**src/rtl/scaled_pixel_collector.sv**
```systemverilog
// scaled_pixel_collector
// Collects scaled pixels from a strobe-only datapath, tags each with its
// (x, y) position in the target frame and queues {value, x, y} in a
// first-word-fall-through FIFO towards a valid/ready consumer.
//
// Output handshake: out_valid is high whenever the FIFO holds an entry and
// out_data/out_x/out_y show that head entry. An entry leaves the FIFO on a
// rising edge where out_valid & out_ready are both high. While out_valid is
// high and out_ready is low the head entry (and so all three data outputs)
// stays put. The input side has no backpressure: a pixel that arrives while
// the FIFO is full and nothing is leaving is dropped and flagged in overflow.
module scaled_pixel_collector #(
  parameter int DEPTH = 16
) (
  input  logic        clk,
  input  logic        reset,
  input  logic        start,
  input  logic [15:0] tw,
  input  logic [15:0] th,
  input  logic        pixel_rdy,
  input  logic [15:0] pixel_val,
  output logic        out_valid,
  output logic [15:0] out_data,
  output logic [15:0] out_x,
  output logic [15:0] out_y,
  input  logic        out_ready,
  output logic        busy,
  output logic        row_done,
  output logic        frame_done,
  output logic        overflow,
  output logic [15:0] checksum,
  output logic [1:0]  state_dbg
);

  localparam int AW = $clog2(DEPTH);
  localparam logic [AW:0] PTR_ONE = 1;

  typedef enum logic [1:0] {
    S_IDLE    = 2'd0,
    S_COLLECT = 2'd1,
    S_DRAIN   = 2'd2,
    S_DONE    = 2'd3
  } state_t;

  state_t state;
  state_t state_nxt;

  // Frame geometry captured on the accepted start; the live tw/th inputs are
  // ignored for the rest of the frame.
  logic [15:0] tw_q;
  logic [15:0] th_q;
  logic [15:0] x_q;
  logic [15:0] y_q;
  logic [15:0] checksum_q;
  logic        overflow_q;
  logic        row_done_q;
  logic        frame_done_q;

  // FIFO storage: pointers carry one extra bit so full and empty differ.
  logic [AW:0] wr_ptr;
  logic [AW:0] rd_ptr;
  logic [47:0] mem [DEPTH];
  logic [47:0] head;

  logic fifo_empty;
  logic fifo_full;
  logic start_ok;
  logic accept;
  logic push;
  logic pop;
  logic last_x;
  logic last_y;
  logic zero_size;

  // Handshake and bookkeeping decodes shared by the FSM and datapath.
  always_comb begin
    fifo_empty = (wr_ptr == rd_ptr);
    fifo_full  = (wr_ptr[AW] != rd_ptr[AW]) &&
                 (wr_ptr[AW-1:0] == rd_ptr[AW-1:0]);
    start_ok   = (state == S_IDLE) && start;
    accept     = (state == S_COLLECT) && pixel_rdy;
    // A pop needs a real head entry, so an empty FIFO never pops.
    pop        = !fifo_empty && out_ready;
    // A full FIFO still takes the pixel when the head leaves on the same edge.
    push       = accept && (!fifo_full || pop);
    last_x     = (x_q == tw_q - 16'd1);
    last_y     = (y_q == th_q - 16'd1);
    zero_size  = (tw == 16'd0) || (th == 16'd0);
  end

  // Next-state decode for the frame sequencer.
  always_comb begin
    state_nxt = state;
    case (state)
      S_IDLE: begin
        if (start) begin
          state_nxt = zero_size ? S_DONE : S_COLLECT;
        end
      end
      S_COLLECT: begin
        if (accept && last_x && last_y) begin
          state_nxt = S_DRAIN;
        end
      end
      S_DRAIN: begin
        if (fifo_empty) begin
          state_nxt = S_DONE;
        end
      end
      S_DONE: begin
        state_nxt = S_IDLE;
      end
      default: begin
        state_nxt = S_IDLE;
      end
    endcase
  end

  // Frame sequencer state register.
  always_ff @(posedge clk or posedge reset) begin
    if (reset) begin
      state <= S_IDLE;
    end else begin
      state <= state_nxt;
    end
  end

  // Frame position, checksum and status flags.
  always_ff @(posedge clk or posedge reset) begin
    if (reset) begin
      tw_q         <= 16'd0;
      th_q         <= 16'd0;
      x_q          <= 16'd0;
      y_q          <= 16'd0;
      checksum_q   <= 16'd0;
      overflow_q   <= 1'b0;
      row_done_q   <= 1'b0;
      frame_done_q <= 1'b0;
    end else begin
      row_done_q   <= accept && last_x;
      frame_done_q <= (state == S_DONE);
      if (start_ok) begin
        tw_q       <= tw;
        th_q       <= th;
        x_q        <= 16'd0;
        y_q        <= 16'd0;
        checksum_q <= 16'd0;
        overflow_q <= 1'b0;
      end else if (accept) begin
        // Dropped pixels still count towards position and checksum.
        checksum_q <= checksum_q + pixel_val;
        if (last_x) begin
          x_q <= 16'd0;
          y_q <= y_q + 16'd1;
        end else begin
          x_q <= x_q + 16'd1;
        end
        if (!push) begin
          overflow_q <= 1'b1;
        end
      end
    end
  end

  // FIFO pointers; both wrap naturally modulo 2*DEPTH.
  always_ff @(posedge clk or posedge reset) begin
    if (reset) begin
      wr_ptr <= '0;
      rd_ptr <= '0;
    end else begin
      if (push) begin
        wr_ptr <= wr_ptr + PTR_ONE;
      end
      if (pop) begin
        rd_ptr <= rd_ptr + PTR_ONE;
      end
    end
  end

  // FIFO storage write; contents need no reset because empty masks them.
  always_ff @(posedge clk) begin
    if (push) begin
      mem[wr_ptr[AW-1:0]] <= {pixel_val, x_q, y_q};
    end
  end

  // Head entry presented combinationally, forced to zero when empty.
  always_comb begin
    head      = mem[rd_ptr[AW-1:0]];
    out_valid = !fifo_empty;
    out_data  = out_valid ? head[47:32] : 16'd0;
    out_x     = out_valid ? head[31:16] : 16'd0;
    out_y     = out_valid ? head[15:0]  : 16'd0;
  end

  // Status outputs.
  always_comb begin
    busy       = (state != S_IDLE);
    row_done   = row_done_q;
    frame_done = frame_done_q;
    overflow   = overflow_q;
    checksum   = checksum_q;
    state_dbg  = state;
  end

endmodule

```
**config.mk**
```make
export PLATFORM = sky130hd
export DESIGN_NAME = scaled_pixel_collector
export DESIGN_NICKNAME = d
export VERILOG_FILES = /design/src/rtl/scaled_pixel_collector.sv
export SDC_FILE = /design/constraint.sdc
export NUM_CORES = 1
export LEC_CHECK = 0
export BUFFER_PORTS_ARGS = -buffer_cell sky130_fd_sc_hd__clkbuf_2
export CAP_MARGIN = 20
export CORE_ASPECT_RATIO = 1.4
export CORE_MARGIN = 3
export CORE_UTILIZATION = 61
export CTS_CLUSTER_DIAMETER = 40
export CTS_CLUSTER_SIZE = 16
export DETAILED_ROUTE_END_ITERATION = 12
export PLACE_DENSITY = 0.89
export SLEW_MARGIN = 20
export SYNTH_ARGS = -nofsm -noshare
export SYNTH_HDL_FRONTEND = slang
export SYNTH_SLANG_ARGS = --single-unit
```
**constraint.sdc**
```tcl
create_clock -name clk -period 8 [get_ports clk]
set_input_delay 1.2 -clock clk [delete_from_list [all_inputs] [get_ports clk]]
set_output_delay 1.2 -clock clk [all_outputs]
set_load 0.02 [all_outputs]
```
Yosys cells after proc, flatten, opt, wreduce, memory -nomap -nowiden. Memory sizes are Yosys's and may differ from the RTL's. Index checks and enable logic that the tools add are counted.

Flip-flop bits (word level): 95. Bits in latches: 0. Memory bits (writable): 768. ROM bits: 0. Bits of input ports: 53. Logic and storage cells: 72. Memories kept: 1.

Memories: mem (depth 16, bits a word 48, read ports 1, clocked after memory_dff 0, write ports 1, line 62) `logic [47:0] mem [DEPTH];`.

$add $sub $neg: 7. $mul: 0. Divide/modulo/power cells: 0. Magnitude comparators: 0. Equal/unequal tests: 12. Shift operators: 0. Muxes and demuxes: 21. Bitwise gates (word level): 0. Reductions and logical operators: 20.

Operators with widths (number): 16-bit two-way mux (11); 16-bit by 1-bit adder with 16-bit output, second input constant (2); 16-bit equality test (2); 16-bit zero test (2); 16-bit by 1-bit subtractor with 16-bit output, second input constant (2); 16-bit adder (1); 5-bit by 1-bit adder with 5-bit output, second input constant (2); 2-bit two-way mux (4); 2-bit case mux with 4 select lines (1); 1-bit logical AND (7); 2-bit != test, second input constant (3); 2-bit nonzero test (3); 5-bit equality test (1); 1-bit two-way mux (5); 2-bit equality test, second input constant (2); 4-bit equality test (1); 2-bit AND reduction (2); 3-bit AND reduction (1); 2-bit by 1-bit equality test with 1-bit output, second input constant (1); 1-bit zero test (2); 2-bit zero test (1); 1-bit logical OR (2); 2-bit by 1-bit != test with 1-bit output, second input constant (1); 1-bit != test (1).

Depth between registers and ports, before layout.
Depth after elaboration: 8. Depth in mapped cells: 12.

Worst setup path before layout. Ideal clock, no wire load.

Path kind: input -> register. Start: input port pixel_rdy. End: memory mem[3][0], enable pin. Arrival: 5197 ps. Required time: 7487 ps. Slack: 2291 ps. Stages: 4. Buffers on the path: 0. Path through: nand2_1 -> nor2_1 -> nand2_1 -> nor3_1.

Cells in the longest elaborated chain, start to end: 4.

Ends and longest elaborated chain: from (decl) (line 20) `input logic pixel_rdy,`; 1-bit logical AND (line 81) `accept = (state == S_COLLECT) && pixel_rdy;`; 1-bit logical AND (line 85) `push = accept && (!fifo_full || pop);`; 1-bit two-way mux (line 182) `if (push) begin`; 1-bit two-way mux (implied by the code) (line 183) `mem[wr_ptr[AW-1:0]] <= {pixel_val, x_q, y_q};`; to (decl) (line 62).

Every way passes these cells.

Final worst setup path.
Start: register rd_ptr[0]. End: output port out_y[4].

Cells in the longest elaborated chain, start to end: 2. Elaborated cells on any way between the ends: 3. Classes of those cells: eq/ne: 1; mux: 1; memory: 1.

Ends and longest elaborated chain: from (decl) (line 61) `logic [AW:0] rd_ptr;`; from (signal assigned) (line 175) `rd_ptr <= rd_ptr + PTR_ONE;`; memory read 16 x 48 bit or 5-bit equality test (tied branches); 16-bit two-way mux (*) (line 193) `out_y = out_valid ? head[15:0] : 16'd0;`; to (decl) (line 25) `output logic [15:0] out_y,`.

Mark *: on every way between the ends. The rest lies on a longest branch, timed or not.

==> flow_summary.yaml <==
logic_synthesis:
  ys_ff_latch: 863
  synth_top_area_share_pct: 65.74
  async_reset_ff_share_pct: 11.01
  synth_nets: 1915
  synth_ff_type: "edfxtp_1"
  syn_area_per_cell_um2: 19.15
  yosys-top-cells-area: "edfxtp_1 66%, mux4_2 15%, dfrtp_1 6.8%"
  synth-seq-area-share_pct: 72.52
  syn_area_um2: 35080
  yosys_warnings: 0
  synthCells: 1832
  yosysTopAreaCell: "edfxtp_1"
  ys_types: 63
  synth_edf_count: 768
global_routing:
  antenna_found_initial: 1
  grt_max_degree: 196
  overflow: 0
  grt_usage_pct: 30.41
  grt_pass1_wl_um: 133900
  grt_pass1_vias: 20210
place:
  io_buffers: 123
  gp_congestion: 0.8612
  hpwl_um: 47490
  place_area_um2: 36700
worst_setup_path:
  crit_arrival_ns: 3.88
  crit_required_ns: 6.80
  worstSetupStartpointType: "register"
  r2r-start: "rd_ptr[0]"
  ff2ff_setup_slack_ns: 3.49
  criticalPathCategory: "register to primary output"
  path_max_fanout: 107
  cp-startpoint: "rd_ptr[0]"
  crit_path_end_kind: "primary output"
run:
  drv_cap: 0
finish:
  postLayoutCellArea_um2: 39130
  antennaDiodeCount: 0
  fill_cells: 3242
  area_growth_pct: 11.56
  final_nets: 2063
  drive_gt1_share_pct: 26.64
sta:
  fin_worst_skew_ns: 0.02670
  setup_viol: 0
  fmax_ghz: 0.1969
  finalCriticalPeriod_ns: 5.079
  maxSlewHeadroom_pct: 20.79
  finalSetupTns_ns: 0
  hold_viol: 0
  period_share_pct: 63.49
  worst_slew_pin_slew_ns: 1.185
  slew_violations: 0
  grt_setup_unrepaired: "false"
power_and_ir_drop:
  ir_worst_vdd_v: 0.0002716
  pwr-share-comb_pct: 31.5
  p_per_area_nw_per_um2: 342.0
  p_leak_nw: 13.39
  clockPowerShare_pct: 26.9
  p_sw_mw: 4.404
  swShare_pct: 32.90
  pwr-share-seq_pct: 41.6
  cell_internal_pwr_mw: 8.980
hold_path:
  hp-start: "th_q[15]"
  hp-class: "register to register"
route:
  ant_nets: 0
  drc_errors: 0
  vias_per_cell: 6.980
  wl_per_cell_um: 32.69
  first_pass_iters: 8
  vias: 19310
  wl_um: 90410
  drtIter0Drc: 2494
die:
  die_h_um: 289.7
  start_util_pct: 61.86
  core_area_um2: 56700
  pin_count: 124
  num_rows: 103
  die_area_um2: 60460
  die_x_um: 208.7
clock_network:
  clkSinkCount: 863
  clk_latency_ns: 0.63
  cts-resized-gates: 0
  cts_buffers: 73
  clock_path_buffers: 3
  htree_num_levels: 3
  postCtsSetupRepairBufs: 0
  cts_tree: "done"
  holdBufCountCts: 0
  cts.reportedPaths.clkPinSlew_ns: 0.06
  cts-root-buf: "clkbuf_16"
run_status:
  outcome: "completed"
flip-flops by register name, indices dropped and copies added (netlist names):
signal / flops
tw_q: 16
rd_ptr: 5
mem: 768
th_q: 16
wr_ptr: 5
state_dbg: 2
y_q: 16
overflow: 1
row_done: 1
x_q: 16
checksum: 16
frame_done: 1
power groups by stage:
stage / logic (mW) / registers [mW] / clock network, mW
2_1_floorplan: 3.00 / 5.49 / 0
5_1_grt: 4.48 / 5.60 / 3.77
3_5_place_dp: 4.15 / 5.65 / 0
3_3_place_gp: 4.02 / 5.61 / 0
6_report: 4.21 / 5.57 / 3.60
4_1_cts: 4.23 / 5.56 / 3.61
cells in the mapped netlist (all sizes together) (6+ instances only):
cell and n:
buf 20, nand2b 6, nor2 56, nor3 22, edfxtp 768, inv 25
o31ai 11, nand2 140, ha 29, xnor2 49, nand3 23, o21ai 43
nor4 14, and3 26, or3 11, a21oi 30, dfrtp 95, clkbuf 64
nor2b 56, mux4 240, nand4 11, xor2 29
cell usage in the layout (no fill, tap or decap), types with 6 or more instances in the layout:
master,count
o21ai_0,42
inv_1,24
bufinv_16,6
nand3_1,23
nor2_1,43
xnor2_1,49
edfxtp_1,768
nor4_1,13
nand2b_1,6
a21oi_1,30
xor2_1,29
and3_1,26
nand4_1,11
buf_4,30
clkbuf_16,75
nand2_1,140
mux4_2,240
clkbuf_1,11
dfrtp_1,91
or3_1,10
nor2_4,13
nor2b_1,55
clkbuf_2,123
nor3_1,16
inv_6,10
ha_1,29
o31ai_1,11
layout make-up:
class                           instances  area, µm²  share of cell area (%)
Clock buffer                           88       1946                   4.972
Clock inverter                         38      436.7                   1.116
Inverter                               25      96.34                  0.2462
Multi-Input combinational cell        860       9348                   23.89
Sequential cell                       863      25450                   65.04
Tap cell                              735      919.6                   2.350
Timing Repair Buffer                  157      935.9                   2.392
per-layer routing:
layer	part of all wire [%]	track usage (%)	wire length, µm	vias up
li1	-	-	-	7651
met1	33	38.94	29560	9789
met2	51	50.91	46500	1531
met3	11	6.533	10150	333
met4	4.6	14.04	4193	2
met5	0.014	0	13	-
metrics by stage:
stage / total power [mW] / utilization, % / hold slack (ns) / worst slack (ns) / instances
final: 13.38 / 69.01 / 0.5179 / 2.921 / 2766
after detailed placement: 9.791 / 64.72 / 0.4900 / 3.528 / 2638
after floorplan: 8.488 / - / 0.4619 / 2.291 / 1832
after global routing: 13.85 / 69.01 / 0.5421 / 2.696 / 2766
after global placement: 9.627 / 64.72 / 0.4759 / 3.597 / 2638
after CTS: 13.40 / 68.92 / 0.5194 / 2.856 / 2764
final timing paths:
path                              to  cells past startpoint
min in group asynchronous   tw_q[11]                      2
min reg2reg                 th_q[15]                      2
max in group asynchronous  rd_ptr[1]                      3
max reg2reg                mem[7][1]                      7
max                         out_y[4]                      5
min                         th_q[15]                      2
kinds of logic (layout without fill, tap and decap cells):
logic type,count (synthesis),count (layout),share of synthesized area (%)
simple gates,387,387,5.589
buf+inv,109,308,1.191
compound gates,122,122,2.165
flops,863,863,72.52
xor+xnor,78,78,1.947
mux,243,243,15.50
fa+ha+maj,30,30,1.091
worst max-delay path: stages (launching register included):
cell and delay (ns):
dfrtp_4 0.86, buf_12 0.63, mux4_2 0.62, mux4_2 0.49, nor2b_1 0.18, clkbuf_2 0.22
(Power assumes the default switching activity.)
